### src/rtl/hud_controller.sv
// Arcade HUD state: score, lives, post-hit blink window and game-over flag,
// all advanced on a free-running display refresh divider.
module hud_controller #(
  parameter int REFRESH_DIV = 50000,
  parameter int HIT_TICKS   = 256,
  parameter int BLINK_TICKS = 32
) (
  input  logic       clk,
  input  logic       arst_n,
  input  logic       new_game,
  input  logic       alien_hit,
  input  logic       ufo_hit,
  input  logic       player_hit,
  output logic       disp_tick,
  output logic [6:0] score,
  output logic [1:0] lives,
  output logic       lives_visible,
  output logic       game_over
);

  localparam int DW = (REFRESH_DIV > 1) ? $clog2(REFRESH_DIV) : 1;
  localparam int HW = $clog2(HIT_TICKS + 1);
  localparam int BW = $clog2(BLINK_TICKS + 1);

  typedef enum logic [1:0] {IDLE, PLAY, HIT, OVER} state_t;

  state_t        state_q, state_d;
  logic [DW-1:0] div_cnt;
  logic [HW-1:0] hit_q, hit_d, hit_m1;
  logic [BW-1:0] blink_q, blink_d, blink_m1;
  logic [6:0]    score_d, score_sat;
  logic [7:0]    score_sum;
  logic [1:0]    lives_d;
  logic          vis_d;

  // Divider runs in every state; the tick is registered, so the FSM sees it
  // on the cycle following the wrap.
  always_ff @(posedge clk or negedge arst_n) begin
    if (!arst_n) begin
      div_cnt   <= '0;
      disp_tick <= 1'b0;
    end else if (div_cnt == DW'(REFRESH_DIV - 1)) begin
      div_cnt   <= '0;
      disp_tick <= 1'b1;
    end else begin
      div_cnt   <= div_cnt + 1'b1;
      disp_tick <= 1'b0;
    end
  end

  assign score_sum = {1'b0, score} + {7'b0, alien_hit} + (ufo_hit ? 8'd5 : 8'd0);
  assign score_sat = (score_sum > 8'd99) ? 7'd99 : score_sum[6:0];
  assign hit_m1    = hit_q - 1'b1;
  assign blink_m1  = blink_q - 1'b1;

  always_comb begin
    state_d = state_q;
    score_d = score;
    lives_d = lives;
    vis_d   = lives_visible;
    hit_d   = hit_q;
    blink_d = blink_q;
    if (new_game) begin
      state_d = PLAY;
      score_d = '0;
      lives_d = 2'd3;
      vis_d   = 1'b1;
      hit_d   = '0;
      blink_d = '0;
    end else begin
      case (state_q)
        PLAY: begin
          score_d = score_sat;
          if (player_hit) begin
            if (lives >= 2'd2) begin
              lives_d = lives - 1'b1;
              state_d = HIT;
              hit_d   = HW'(HIT_TICKS);
              blink_d = BW'(BLINK_TICKS);
              vis_d   = 1'b0;
            end else begin
              lives_d = '0;
              state_d = OVER;
              vis_d   = 1'b1;
            end
          end
        end
        HIT: begin
          score_d = score_sat;
          if (disp_tick) begin
            hit_d = hit_m1;
            // End of window wins over a coincident blink toggle.
            if (hit_m1 == '0) begin
              state_d = PLAY;
              vis_d   = 1'b1;
            end else if (blink_m1 == '0) begin
              vis_d   = ~lives_visible;
              blink_d = BW'(BLINK_TICKS);
            end else begin
              blink_d = blink_m1;
            end
          end
        end
        default: ;
      endcase
    end
  end

  always_ff @(posedge clk or negedge arst_n) begin
    if (!arst_n) begin
      state_q       <= IDLE;
      score         <= '0;
      lives         <= 2'd3;
      lives_visible <= 1'b1;
      game_over     <= 1'b0;
      hit_q         <= '0;
      blink_q       <= '0;
    end else begin
      state_q       <= state_d;
      score         <= score_d;
      lives         <= lives_d;
      lives_visible <= vis_d;
      game_over     <= (state_d == OVER);
      hit_q         <= hit_d;
      blink_q       <= blink_d;
    end
  end

endmodule

### config.mk
export PLATFORM = sky130hd
export DESIGN_NAME = hud_controller
export DESIGN_NICKNAME = d
export VERILOG_FILES = /design/src/rtl/hud_controller.sv
export SDC_FILE = /design/constraint.sdc
export NUM_CORES = 1
export LEC_CHECK = 0
export ABC_CLOCK_PERIOD_IN_PS = 3250
export CAP_MARGIN = 40
export CORE_MARGIN = 1
export CORE_UTILIZATION = 30
export CTS_CLUSTER_SIZE = 14
export DETAILED_ROUTE_END_ITERATION = 16
export PLACE_DENSITY_LB_ADDON = 0.12
export SYNTH_ARGS = -nofsm -noshare
export SYNTH_HDL_FRONTEND = slang
export SYNTH_SLANG_ARGS = --single-unit
### constraint.sdc
create_clock -name clk -period 3.25 [get_ports clk]
set_input_delay 0.8125 -clock clk [delete_from_list [all_inputs] [get_ports clk]]
set_output_delay 0.8125 -clock clk [all_outputs]
set_load 0.005 [all_outputs]
==> impl_metrics.py <==
metrics = {
    "placement": {
        "dp_cells": 408,
        "hpwlAfterDp_um": 4060,
        "postPlaceCellArea_mm2": 0.00297,
        "pre_cts_slack_ps": 74.6,
        "io_buffers": 17,
        "gp_congestion": 0.754,
    },
    "yosys": {
        "syn_avg_cell_area_um2": 9.19,
        "synth_async_sr_flop_share": 1.00,
        "yosysTopAreaCell": "dfrtp_1",
        "synth_edf_count": 0,
        "netlist.area_leader.share": 0.397,
        "ys_warn_count": 0,
        "syn_area_mm2": 0.00265,
        "synth_seq_cells": 45,
        "synth_seq_area_share": 0.427,
        "synth_flop_cell": "dfrtp_1",
        "syn_nets": 304,
        "synth_area_leaders": "dfrtp_1 (40%), ha_1 (4.3%), o21ai_0 (4.2%), nand2_1 (4.1%), nor2_1 (4.1%)",
        "ys_types": 55,
        "synthCells": 288,
    },
    "die": {
        "die_width_um": 95.9,
        "initial_utilization": 0.316,
        "die-area_mm2": 0.00920,
        "core_area_mm2": 0.00838,
        "io_pins": 18,
        "dieHeight_um": 95.9,
        "rows": 33,
    },
    "timing": {
        "layout_setup_ws_ps": 393,
        "max_freq_mhz": 350,
        "period_share": 0.879,
        "fin_skew_ps": 7.01,
        "finalSetupViolations": 0,
        "rsz0062_at_grt": "no",
        "slew_headroom": 0.486,
        "final.min_clock_period_ps": 2860,
        "fin_tns_setup_ps": 0,
        "fin_hold_ws_ps": 468,
        "finalHoldViolations": 0,
        "worstMarginPinSlew_ps": 751,
        "slew_violations": 0,
    },
    "clock_tree": {
        "cts_sinks": 45,
        "cts_inserted_buffers": 5,
        "cts_tree": "built",
        "cts_resized": 0,
        "h-tree-depth": 2,
        "cts_root_buf": "clkbuf_8",
        "clkTransAtPathRegs_ps": 90,
        "postCtsHoldBufs": 0,
        "clk_latency_ps": 300,
        "clock_path_buffers": 2,
        "cts_setup_buffers": 0,
    },
    "routing": {
        "ant_nets": 0,
        "drc": 0,
        "wirelength_um": 5580,
        "post_drt_wl_per_cell_um": 13.4,
        "via_count": 2085,
        "drtPass1Iterations": 4,
        "vias_per_cell": 5.01,
        "drtIter0Drc": 82,
    },
    "grt": {
        "grt_usage": 0.137,
        "grt_antenna_before_repair": 0,
        "overflow": 0,
        "grt_pass1_vias": 2037,
        "grt_start_max_net_pins": 24,
        "grt_pass1_wl_um": 9880,
    },
    "worst_setup_path": {
        "worst-path-max-fanout": 5,
        "arrival_ps": 3060,
        "start_kind": "primary input",
        "endpoint_kind": "flop",
        "rr_worst_depth": 9,
        "crit_type": "in2reg",
        "required_ps": 3450,
    },
    "finish": {
        "nets": 326,
        "postLayoutCellArea_mm2": 0.00307,
        "final_util": 0.366,
        "fin_cells": 416,
        "area_growth_pct": 15.9,
        "drive_gt1_frac": 0.106,
        "multi_input_area_mm2": 0.00140,
        "num_antenna_cells": 0,
        "seqCellArea_mm2": 0.00113,
        "fillerInstances": 875,
    },
    "min_path": {
        "hp-class": "in2async",
    },
    "run_status": {
        "outcome": "complete, no violations",
    },
    "pwr": {
        "peakVddDrop_uv": 214,
        "finalPower_mw": 1.90,
        "leakage_nw": 1.36,
        "power_per_cell_area_mw_per_mm2": 619,
    },
    "run": {
        "cap_violations": 0,
    },
}
[cell usage in the layout (no fill, tap or decap), types with 4 or more instances in the layout]
cell / Yosys / layout
dfrtp_1: 42 / 42
clkbuf_8: 0 / 6
inv_1: 16 / 16
nand3_1: 10 / 10
clkdlybuf4s50_1: 0 / 16
nand2_1: 29 / 29
ha_1: 9 / 9
and3_1: 6 / 6
o21ai_0: 22 / 22
a21oi_1: 14 / 14
or3_1: 5 / 5
buf_4: 0 / 8
or4_1: 4 / 4
xnor2_1: 10 / 10
nand2b_1: 6 / 6
nor3_1: 6 / 6
nor2_1: 29 / 29
xor2_1: 7 / 7
[cell usage after synthesis (2+ instances only)]
cell type	count
dfrtp_1	42
nand2_1	29
nor2_1	29
o21ai_0	22
inv_1	16
a21oi_1	14
nand3_1	10
xnor2_1	10
clkbuf_1	9
ha_1	9
xor2_1	7
and3_1	6
nand2b_1	6
nor3_1	6
or3_1	5
or4_1	4
a211oi_1	3
a31oi_1	3
dfstp_2	3
mux2i_1	3
nor2b_1	3
nor3b_1	3
o31a_1	3
o31ai_1	3
a2111oi_0	2
a221oi_1	2
and4_1	2
buf_6	2
nor3_4	2
nor4_1	2
o211ai_1	2
o21ai_1	2
o22ai_1	2
[final timing paths]
path	startpoint	to	slack, ps
setup / recovery	alien_hit	score[0]	390
hold / removal	arst_n	div_cnt[3]	470
setup reg to reg	hit_q[0]	blink_q[2]	510
hold reg to reg	div_cnt[0]	div_cnt[0]	480
max in group asynchronous	arst_n	lives_visible	2240
min in group clk	div_cnt[0]	div_cnt[0]	480
[final cells by class]
class,count,share of cell area
Sequential cell,45,0.368
Tap cell,105,0.0428
Multi-Input combinational cell,216,0.457
Timing Repair Buffer,26,0.0800
Inverter,16,0.0196
Clock inverter,2,0.00571
Clock buffer,6,0.0269
[worst max-delay path: stages]
cell,delay (ps)
clkdlybuf4s50_1,430
fa_1,470
ha_1,240
a21oi_1,180
nand3b_1,150
o21a_1,120
o221ai_1,100
buf_4,170
o31a_1,120
a221oi_1,270
[power by group]
part | switching [mW] | leakage (nW) | total (mW) | internal [mW]
combinational | 0.431 | 0.717 | 0.773 | 0.342
clock | 0.202 | 0.0518 | 0.378 | 0.177
sequential | 0.0980 | 0.592 | 0.747 | 0.649
[logic make-up (layout without fill, tap and decap cells)]
group                    after synthesis  count (layout)  share of synthesized area
adder cells (fa/ha/maj)               10              10                     0.0501
multiplexers                           3               3                     0.0113
buffers and inverters                 27              50                     0.0440
AO/OA/AOI/OAI                         69              69                      0.173
XOR/XNOR                              17              17                     0.0563
flip-flops                            45              45                      0.427
AND/OR/NAND/NOR                      117             117                      0.239
[routing by layer]
metal,global-route usage,share of wire
met3,0.0213,0.025
met1,0.196,0.52
met4,0.0336,0.0084
met5,0,0
met2,0.215,0.44
[flip-flops by register name, summed over array words and instances, names as in the netlist]
register / count
state_q: 2
score: 7
lives: 2
div_cnt: 16
lives_visible: 1
game_over: 1
blink_q: 6
disp_tick: 1
hit_q: 9
Note: power is estimated with default switching activity, not from simulation.
